<file path="src/rtl/aes128_round_ops_pkg.sv">
// Shared AES-128 definitions: modes, sequencer states, S-box/Rcon tables and GF(2^8) helpers.
package aes128_round_ops_pkg;

  typedef enum logic {
    ENCRYPT = 1'b0,
    DECRYPT = 1'b1
  } mode_t;

  typedef enum logic {
    MC_IDLE,
    MC_RUN
  } mc_state_t;

  typedef enum logic {
    KS_IDLE,
    KS_SUB
  } ks_state_t;

  localparam logic [7:0] SBOX [256] = '{
    8'h63, 8'h7c, 8'h77, 8'h7b, 8'hf2, 8'h6b, 8'h6f, 8'hc5, 8'h30, 8'h01, 8'h67, 8'h2b, 8'hfe, 8'hd7, 8'hab, 8'h76,
    8'hca, 8'h82, 8'hc9, 8'h7d, 8'hfa, 8'h59, 8'h47, 8'hf0, 8'had, 8'hd4, 8'ha2, 8'haf, 8'h9c, 8'ha4, 8'h72, 8'hc0,
    8'hb7, 8'hfd, 8'h93, 8'h26, 8'h36, 8'h3f, 8'hf7, 8'hcc, 8'h34, 8'ha5, 8'he5, 8'hf1, 8'h71, 8'hd8, 8'h31, 8'h15,
    8'h04, 8'hc7, 8'h23, 8'hc3, 8'h18, 8'h96, 8'h05, 8'h9a, 8'h07, 8'h12, 8'h80, 8'he2, 8'heb, 8'h27, 8'hb2, 8'h75,
    8'h09, 8'h83, 8'h2c, 8'h1a, 8'h1b, 8'h6e, 8'h5a, 8'ha0, 8'h52, 8'h3b, 8'hd6, 8'hb3, 8'h29, 8'he3, 8'h2f, 8'h84,
    8'h53, 8'hd1, 8'h00, 8'hed, 8'h20, 8'hfc, 8'hb1, 8'h5b, 8'h6a, 8'hcb, 8'hbe, 8'h39, 8'h4a, 8'h4c, 8'h58, 8'hcf,
    8'hd0, 8'hef, 8'haa, 8'hfb, 8'h43, 8'h4d, 8'h33, 8'h85, 8'h45, 8'hf9, 8'h02, 8'h7f, 8'h50, 8'h3c, 8'h9f, 8'ha8,
    8'h51, 8'ha3, 8'h40, 8'h8f, 8'h92, 8'h9d, 8'h38, 8'hf5, 8'hbc, 8'hb6, 8'hda, 8'h21, 8'h10, 8'hff, 8'hf3, 8'hd2,
    8'hcd, 8'h0c, 8'h13, 8'hec, 8'h5f, 8'h97, 8'h44, 8'h17, 8'hc4, 8'ha7, 8'h7e, 8'h3d, 8'h64, 8'h5d, 8'h19, 8'h73,
    8'h60, 8'h81, 8'h4f, 8'hdc, 8'h22, 8'h2a, 8'h90, 8'h88, 8'h46, 8'hee, 8'hb8, 8'h14, 8'hde, 8'h5e, 8'h0b, 8'hdb,
    8'he0, 8'h32, 8'h3a, 8'h0a, 8'h49, 8'h06, 8'h24, 8'h5c, 8'hc2, 8'hd3, 8'hac, 8'h62, 8'h91, 8'h95, 8'he4, 8'h79,
    8'he7, 8'hc8, 8'h37, 8'h6d, 8'h8d, 8'hd5, 8'h4e, 8'ha9, 8'h6c, 8'h56, 8'hf4, 8'hea, 8'h65, 8'h7a, 8'hae, 8'h08,
    8'hba, 8'h78, 8'h25, 8'h2e, 8'h1c, 8'ha6, 8'hb4, 8'hc6, 8'he8, 8'hdd, 8'h74, 8'h1f, 8'h4b, 8'hbd, 8'h8b, 8'h8a,
    8'h70, 8'h3e, 8'hb5, 8'h66, 8'h48, 8'h03, 8'hf6, 8'h0e, 8'h61, 8'h35, 8'h57, 8'hb9, 8'h86, 8'hc1, 8'h1d, 8'h9e,
    8'he1, 8'hf8, 8'h98, 8'h11, 8'h69, 8'hd9, 8'h8e, 8'h94, 8'h9b, 8'h1e, 8'h87, 8'he9, 8'hce, 8'h55, 8'h28, 8'hdf,
    8'h8c, 8'ha1, 8'h89, 8'h0d, 8'hbf, 8'he6, 8'h42, 8'h68, 8'h41, 8'h99, 8'h2d, 8'h0f, 8'hb0, 8'h54, 8'hbb, 8'h16
  };

  function automatic logic [7:0] sbox(input logic [7:0] b);
    return SBOX[b];
  endfunction

  // Round constant for the key produced by round 1..10; other indices yield 0.
  function automatic logic [7:0] rcon(input logic [3:0] round);
    logic [7:0] r;
    case (round)
      4'd1:    r = 8'h01;
      4'd2:    r = 8'h02;
      4'd3:    r = 8'h04;
      4'd4:    r = 8'h08;
      4'd5:    r = 8'h10;
      4'd6:    r = 8'h20;
      4'd7:    r = 8'h40;
      4'd8:    r = 8'h80;
      4'd9:    r = 8'h1b;
      4'd10:   r = 8'h36;
      default: r = 8'h00;
    endcase
    return r;
  endfunction

  function automatic logic [7:0] xtime(input logic [7:0] a);
    return {a[6:0], 1'b0} ^ (a[7] ? 8'h1b : 8'h00);
  endfunction

  function automatic logic [7:0] gf_mul(input logic [7:0] a, input logic [7:0] b);
    logic [7:0] acc;
    logic [7:0] p;
    acc = '0;
    p   = a;
    for (int unsigned i = 0; i < 8; i++) begin
      if (b[i]) acc = acc ^ p;
      p = xtime(p);
    end
    return acc;
  endfunction

  function automatic logic [127:0] byte_rev(input logic [127:0] x);
    logic [127:0] r;
    r = '0;
    for (int unsigned i = 0; i < 16; i++) begin
      r[8*i +: 8] = x[8*(15-i) +: 8];
    end
    return r;
  endfunction

endpackage

</file>
<file path="src/rtl/aes128_key_sched.sv">
// AES-128 round-key generator: one round per request, SubWord through a single shared S-box.
module aes128_key_sched
  import aes128_round_ops_pkg::*;
(
  input  logic         clk_i,
  input  logic         rst_i,
  input  logic [127:0] key_i,
  input  logic         key_start_i,
  input  logic         key_req_i,
  output logic [127:0] key_o,
  output logic         key_valid_o,
  output logic [3:0]   key_round_o
);

  ks_state_t    state_q;
  logic [127:0] key_q;    // big-endian: word 0 at [127:96]
  logic [3:0]   round_q;
  logic [1:0]   cnt_q;
  logic [23:0]  sub_q;
  logic         valid_q;

  logic [31:0]  rot_w;
  logic [7:0]   sbox_in;
  logic [7:0]   sbox_out;
  logic [31:0]  temp_w;
  logic [127:0] next_key;

  assign rot_w = {key_q[23:0], key_q[31:24]};

  always_comb begin
    case (cnt_q)
      2'd0:    sbox_in = rot_w[31:24];
      2'd1:    sbox_in = rot_w[23:16];
      2'd2:    sbox_in = rot_w[15:8];
      default: sbox_in = rot_w[7:0];
    endcase
  end

  assign sbox_out = sbox(sbox_in);

  // Last SubWord byte comes straight from the S-box so the key lands on the fourth step.
  always_comb begin
    temp_w           = {sub_q, sbox_out} ^ {rcon(4'(round_q + 4'd1)), 24'h0};
    next_key[127:96] = key_q[127:96] ^ temp_w;
    next_key[95:64]  = key_q[95:64]  ^ next_key[127:96];
    next_key[63:32]  = key_q[63:32]  ^ next_key[95:64];
    next_key[31:0]   = key_q[31:0]   ^ next_key[63:32];
  end

  always_ff @(posedge clk_i) begin
    if (rst_i) begin
      state_q <= KS_IDLE;
      key_q   <= '0;
      round_q <= '0;
      cnt_q   <= '0;
      sub_q   <= '0;
      valid_q <= 1'b0;
    end else begin
      valid_q <= 1'b0;
      if (key_start_i) begin
        state_q <= KS_IDLE;
        key_q   <= key_i;
        round_q <= '0;
        cnt_q   <= '0;
        valid_q <= 1'b1;
      end else begin
        case (state_q)
          KS_IDLE: begin
            if (key_req_i && (round_q != 4'd10)) begin
              state_q <= KS_SUB;
              cnt_q   <= '0;
            end
          end
          KS_SUB: begin
            if (cnt_q != 2'd3) begin
              sub_q <= {sub_q[15:0], sbox_out};
              cnt_q <= 2'(cnt_q + 2'd1);
            end else begin
              key_q   <= next_key;
              round_q <= 4'(round_q + 4'd1);
              valid_q <= 1'b1;
              state_q <= KS_IDLE;
            end
          end
          default: state_q <= KS_IDLE;
        endcase
      end
    end
  end

  assign key_o       = byte_rev(key_q);
  assign key_valid_o = valid_q;
  assign key_round_o = round_q;

endmodule

</file>
<file path="src/rtl/aes128_round_ops.sv">
// AES-128 round helpers: combinational ShiftRows, byte-serial (Inv)MixColumns and the key schedule.
module aes128_round_ops
  import aes128_round_ops_pkg::*;
(
  input  logic         clk_i,
  input  logic         rst_i,
  input  logic [127:0] state_i,
  output logic [127:0] shift_rows_o,
  input  logic         mc_start_i,
  input  logic         mc_mode_i,
  output logic [7:0]   mc_data_o,
  output logic [3:0]   mc_addr_o,
  output logic         mc_valid_o,
  output logic         mc_done_o,
  input  logic [127:0] key_i,
  input  logic         key_start_i,
  input  logic         key_req_i,
  output logic [127:0] key_o,
  output logic         key_valid_o,
  output logic [3:0]   key_round_o
);

  // Output byte n is row n%4 of column n/4; rows use the rotated coefficient set.
  function automatic logic [7:0] mix_byte(input logic [127:0] st, input mode_t m,
                                          input logic [3:0] n);
    logic [7:0] acc;
    logic [1:0] ci;
    logic [3:0] bi;
    logic [7:0] coef;
    acc = '0;
    for (int unsigned k = 0; k < 4; k++) begin
      ci = 2'(k) - n[1:0];
      bi = {n[3:2], 2'(k)};
      if (m == ENCRYPT) begin
        case (ci)
          2'd0:    coef = 8'h02;
          2'd1:    coef = 8'h03;
          default: coef = 8'h01;
        endcase
      end else begin
        case (ci)
          2'd0:    coef = 8'h0e;
          2'd1:    coef = 8'h0b;
          2'd2:    coef = 8'h0d;
          default: coef = 8'h09;
        endcase
      end
      acc = acc ^ gf_mul(st[{bi, 3'b000} +: 8], coef);
    end
    return acc;
  endfunction

  always_comb begin
    shift_rows_o = '0;
    for (int unsigned c = 0; c < 4; c++) begin
      for (int unsigned r = 0; r < 4; r++) begin
        shift_rows_o[8*(4*c + r) +: 8] = state_i[8*(4*((c + r) % 4) + r) +: 8];
      end
    end
  end

  mc_state_t    mc_state_q;
  logic [127:0] snap_q;
  mode_t        mode_q;
  logic [7:0]   data_q;
  logic [3:0]   addr_q;
  logic         valid_q;
  logic         done_q;

  logic [127:0] mix_src;
  mode_t        mix_mode;
  logic [3:0]   mix_idx;
  logic [7:0]   mix_out;

  // One mixer serves both the start cycle (live input) and the following bytes (snapshot).
  always_comb begin
    if (mc_start_i) begin
      mix_src  = state_i;
      mix_mode = mode_t'(mc_mode_i);
      mix_idx  = '0;
    end else begin
      mix_src  = snap_q;
      mix_mode = mode_q;
      mix_idx  = 4'(addr_q + 4'd1);
    end
    mix_out = mix_byte(mix_src, mix_mode, mix_idx);
  end

  always_ff @(posedge clk_i) begin
    if (rst_i) begin
      mc_state_q <= MC_IDLE;
      snap_q     <= '0;
      mode_q     <= ENCRYPT;
      data_q     <= '0;
      addr_q     <= '0;
      valid_q    <= 1'b0;
      done_q     <= 1'b0;
    end else if (mc_start_i) begin
      mc_state_q <= MC_RUN;
      snap_q     <= state_i;
      mode_q     <= mode_t'(mc_mode_i);
      data_q     <= mix_out;
      addr_q     <= '0;
      valid_q    <= 1'b1;
      done_q     <= 1'b0;
    end else if (mc_state_q == MC_RUN) begin
      if (addr_q == 4'd15) begin
        mc_state_q <= MC_IDLE;
        data_q     <= '0;
        addr_q     <= '0;
        valid_q    <= 1'b0;
        done_q     <= 1'b0;
      end else begin
        data_q  <= mix_out;
        addr_q  <= mix_idx;
        valid_q <= 1'b1;
        done_q  <= (mix_idx == 4'd15);
      end
    end
  end

  assign mc_data_o  = data_q;
  assign mc_addr_o  = addr_q;
  assign mc_valid_o = valid_q;
  assign mc_done_o  = done_q;

  aes128_key_sched u_key_sched (
    .clk_i       (clk_i),
    .rst_i       (rst_i),
    .key_i       (key_i),
    .key_start_i (key_start_i),
    .key_req_i   (key_req_i),
    .key_o       (key_o),
    .key_valid_o (key_valid_o),
    .key_round_o (key_round_o)
  );

endmodule

</file>
<file path="config.mk">
export PLATFORM = sky130hd
export DESIGN_NAME = aes128_round_ops
export DESIGN_NICKNAME = d
export VERILOG_FILES = /design/src/rtl/aes128_round_ops_pkg.sv /design/src/rtl/aes128_key_sched.sv /design/src/rtl/aes128_round_ops.sv
export SDC_FILE = /design/constraint.sdc
export NUM_CORES = 1
export LEC_CHECK = 0
export CAP_MARGIN = 20
export CORE_MARGIN = 2
export CORE_UTILIZATION = 47
export DETAILED_ROUTE_END_ITERATION = 8
export PLACE_DENSITY = 0.77
export REMOVE_ABC_BUFFERS = 1
export SETUP_SLACK_MARGIN = 0.3
export SYNTH_ARGS = -nofsm -noshare
export SYNTH_HDL_FRONTEND = slang
export SYNTH_SLANG_ARGS = --single-unit
</file>
<file path="constraint.sdc">
create_clock -name clk_i -period 9.6 [get_ports clk_i]
set_input_delay 1.92 -clock clk_i [delete_from_list [all_inputs] [get_ports clk_i]]
set_output_delay 1.92 -clock clk_i [all_outputs]
set_load 0.02 [all_outputs]
</file>
==> run_results.csv <==
group,metric,value,unit
routing,wl,84300,um
hold_path,min_path_cells,2,
clock_tree,clk_pin_slew,0.06,ns
sta,setup_viol,0,
floorplan,row_count,77,
routing,route.met3.wl,8250,um
finish,finalNetCount,3168,
place,hpwl,61600,um
clock_tree,clockBufferDepth,3,
finish,final_area,26700,um^2
place,routabilityCongestion,0.949,
clock_tree,cts_inserted_buffers,36,
synth,synth_cells,2595,
sta,final.min_clock_period,6.02,ns
clock_tree,clock_latency,0.55,ns
synth,yosysSeqAreaShare,0.293,
floorplan,dieHeight,214,um
routing,viasPerCell,6.03,
critical_path,crit_path_end_kind,"register",
sta,worst_clock_skew,0.0205,ns
critical_path,cp_top_family,"buffers and inverters",
finish,layout_common_cells,"533 x clkdlybuf4s50_1, 416 x nor2_1, 304 x dfxtp_1",
synth,ys_types,77,
critical_path,setup.worst_path.start_class,"register",
hold_path,holdPathEnd,"snap_q[22]$_SDFF_PP0_",
critical_path,critical_path_arrival,6.47,ns
place,placed_cell_area,25500,um^2
finish,final_core_util,0.607,
sta,finalCritPeriodShare,0.627,
synth,synth_top_area_frac,0.293,
critical_path,r2r_end,"u_key_sched.key_q[38]$_SDFFE_PP0P_",
synth,synth_area_leader_cell,"dfxtp_1",
clock_tree,cts_tree,"yes",
finish,fin_cells,3497,
power,swShare,0.329,
critical_path,crit_top_cell,"buf_4",
finish,drive_gt1_frac,0.0568,
hold_path,hp-class,"register to register",
finish,mostFrequentLayoutCell,"clkdlybuf4s50_1",
synth,ys_ff_latch,304,
synth,synth_area_leaders,"dfxtp_1 29%, mux2i_1 9.4%, xnor2_1 8.0%",
clock_tree,ctsResizeCount,0,
floorplan,core,43900,um^2
global_routing,grt_max_degree,127,
sta,tightest_slew,1.05,ns
critical_path,r2r_cells,18,
routing,wirelength_met1,33400,um
global_routing,grt_pass1_wl,128000,um
critical_path,cp_cell_sequence,"ha_1 -> inv_1 -> buf_4 -> mux2i_4 -> buf_4 -> clkinv_1 -> buf_4 -> ha_1 -> inv_1 -> a211o_1 -> o211ai_1 -> o211ai_1 -> nand3_1 -> a221oi_1 -> or3b_1 -> xor2_1 -> or3_1 -> a311oi_1",
power,clockPowerShare,0.336,
clock_tree,numClockSinks,304,
finish,synthToLayoutAreaGrowth,28.2,%
floorplan,num_io_pins,537,
routing,vias,21100,
power,intPower,2.67,mW
critical_path,worstSetupPathType,"register to register",
floorplan,die_w,214,um
status,status,"finished clean",
routing,firstDrtPassIters,8,
synth,yosysWarningCount,0,
critical_path,slowest_delay,0.75,ns
clock_tree,cts_root_buffer,"clkbuf_16",
clock_tree,cts_setup_buffers,0,
critical_path,r2r-start,"u_key_sched.cnt_q[0]$_SDFFE_PP0P_",
sta,rsz0062_at_grt,"false",
place,placedCellCount,3434,
global_routing,antenna_found_initial,4,
flow_run,drv_cap,0,
synth,synth_top_flop_cell,"dfxtp_1",
synth,synth_edf_count,0,
clock_tree,h-tree-depth,2,
routing,highest_layer,"met5",
synth,async_reset_ff_frac,0,
critical_path,required,10.05,ns
routing,drc,0,
critical_path,crit_fanout,31,
synth,syn_area,20800,um^2
global_routing,grt_pass1_vias,20600,
power,p_switching,1.31,mW
global_routing,grt_overflow,0,
synth,synth_area_per_cell,8.02,um^2
power,p_seq_frac,0.357,
global_routing,grt_usage,0.356,
routing,wl_per_cell,24.1,um
power,p_leak,9.92,nW
hold_path,hold_path.startpoint,"snap_q[22]$_SDFF_PP0_",
floorplan,initial_core_util,0.474,
floorplan,die_area,46000,um^2
clock_tree,cts_hold_buffers,0,
sta,max-slew-margin-rel,0.299,
sta,fmax,166,MHz
sta,finalMaxSlewViolations,0,
sta,timing.final.hold_violations,0,
place,portBuffers,536,
routing,met2_length,38700,um
critical_path,critPathBufInv,6,
power,irDropWorstVdd,0.000125,V
power,power.density,149,nW/um^2
routing,antenna_left,0,
power,power_frac_comb,0.307,
finish,n_fill_cell,3880,
critical_path,r2r_slack,3.58,ns
critical_path,slowest_stage,"ha_1",
sta,totalNegativeSetupSlack,0,ns
routing,drtIter0Drc,2319,
-- logic make-up (layout without fill, tap and decap cells) --
family                   Yosys count  in the layout  synth area share
AO/OA/AOI/OAI                    644            644             0.198
XOR/XNOR                         297            297             0.127
AND/OR/NAND/NOR                  736            736             0.150
flip-flops                       304            304             0.293
adder cells (fa/ha/maj)           26             26            0.0156
multiplexers                     227            227             0.125
other                              0              2                 0
buffers and inverters            361            669            0.0920
-- cells in the mapped netlist (all sizes together) (9+ instances only) --
master / number
mux2i: 196
a221oi: 17
ha: 26
a21oi: 262
mux4: 25
xnor2: 190
a311oi: 19
inv: 26
nor3: 21
o211ai: 21
o22ai: 15
a211o: 16
nor2: 417
xor2: 104
or3: 64
a211oi: 38
nand2: 167
nand3: 25
o221ai: 9
buf: 189
dfxtp: 304
clkbuf: 142
o21ai: 112
o311ai: 11
a31oi: 18
-- worst max path at each step --
stage,startpoint,to,slack [ns],depth (start not counted)
2_1_floorplan,u_key_sched.cnt_q[0]$_SDFFE_PP0P_,u_key_sched.key_q[38]$_SDFFE_PP0P_,3.13,12
3_3_place_gp,u_key_sched.cnt_q[0]$_SDFFE_PP0P_,u_key_sched.key_q[38]$_SDFFE_PP0P_,3.75,18
3_5_place_dp,u_key_sched.cnt_q[0]$_SDFFE_PP0P_,u_key_sched.key_q[38]$_SDFFE_PP0P_,3.74,18
4_1_cts,u_key_sched.cnt_q[0]$_SDFFE_PP0P_,u_key_sched.key_q[38]$_SDFFE_PP0P_,3.75,18
5_1_grt,u_key_sched.cnt_q[1]$_SDFFE_PP0P_,u_key_sched.key_q[38]$_SDFFE_PP0P_,3.37,18
6_report,u_key_sched.cnt_q[0]$_SDFFE_PP0P_,u_key_sched.key_q[38]$_SDFFE_PP0P_,3.58,18
-- per-layer routing --
layer  global-route usage  vias up
met5                    0        -
met4                0.154        4
met3               0.0982      216
met2                0.583     1125
met1                0.438    10200
li1                     -     9568
-- flip-flops by register name, summed over array words and instances (netlist names), 2 cells and up --
name	count
snap_q	128
u_key_sched.key_q	128
u_key_sched.sub_q	24
u_key_sched.cnt_q	2
mc_addr_o	4
mc_data_o	8
u_key_sched.key_round_o	4
-- per-stage QoR --
| step | setup slack (ns) | hold slack (ns) | power [mW] |
|---|---|---|---|
| 2_1_floorplan | 3.13 | 0.436 | 2.06 |
| 3_5_place_dp | 3.74 | 0.455 | 2.64 |
| 4_1_cts | 3.75 | 0.465 | 3.98 |
| 5_1_grt | 3.37 | 0.491 | 4.13 |
| 6_report | 3.58 | 0.464 | 3.98 |
| 3_3_place_gp | 3.75 | 0.449 | 2.64 |
-- worst register-to-register path: cells and delay by family, from the launching register on --
| family | cells | cell delay (ns) |
|---|---|---|
| buf+inv | 6 | 1.50 |
| flops | 1 | 0.40 |
| compound gates | 5 | 1.19 |
| mux | 1 | 0.25 |
| simple gates | 3 | 1.08 |
| xor+xnor | 1 | 0.22 |
| fa+ha+maj | 2 | 1.27 |
-- power groups by stage --
stage	Clock [mW]	Sequential, mW	Combinational [mW]
after global routing	1.40	1.43	1.30
final	1.34	1.42	1.22
after detailed placement	0	1.45	1.20
after global placement	0	1.44	1.20
after floorplan	0	1.47	0.587
after CTS	1.35	1.42	1.21
-- final cells by class --
class	count	area, um^2	area share
well taps	592	741	0.0278
inverters	30	113	0.00422
clock inverters	15	146	0.00549
multi-input cells	1930	12900	0.484
repair buffers	578	5690	0.213
diodes	2	5.00	0.000188
flip-flops and latches	304	6090	0.228
clock buffers	46	978	0.0367
No activity file was read; power rests on OpenSTA's default activity.
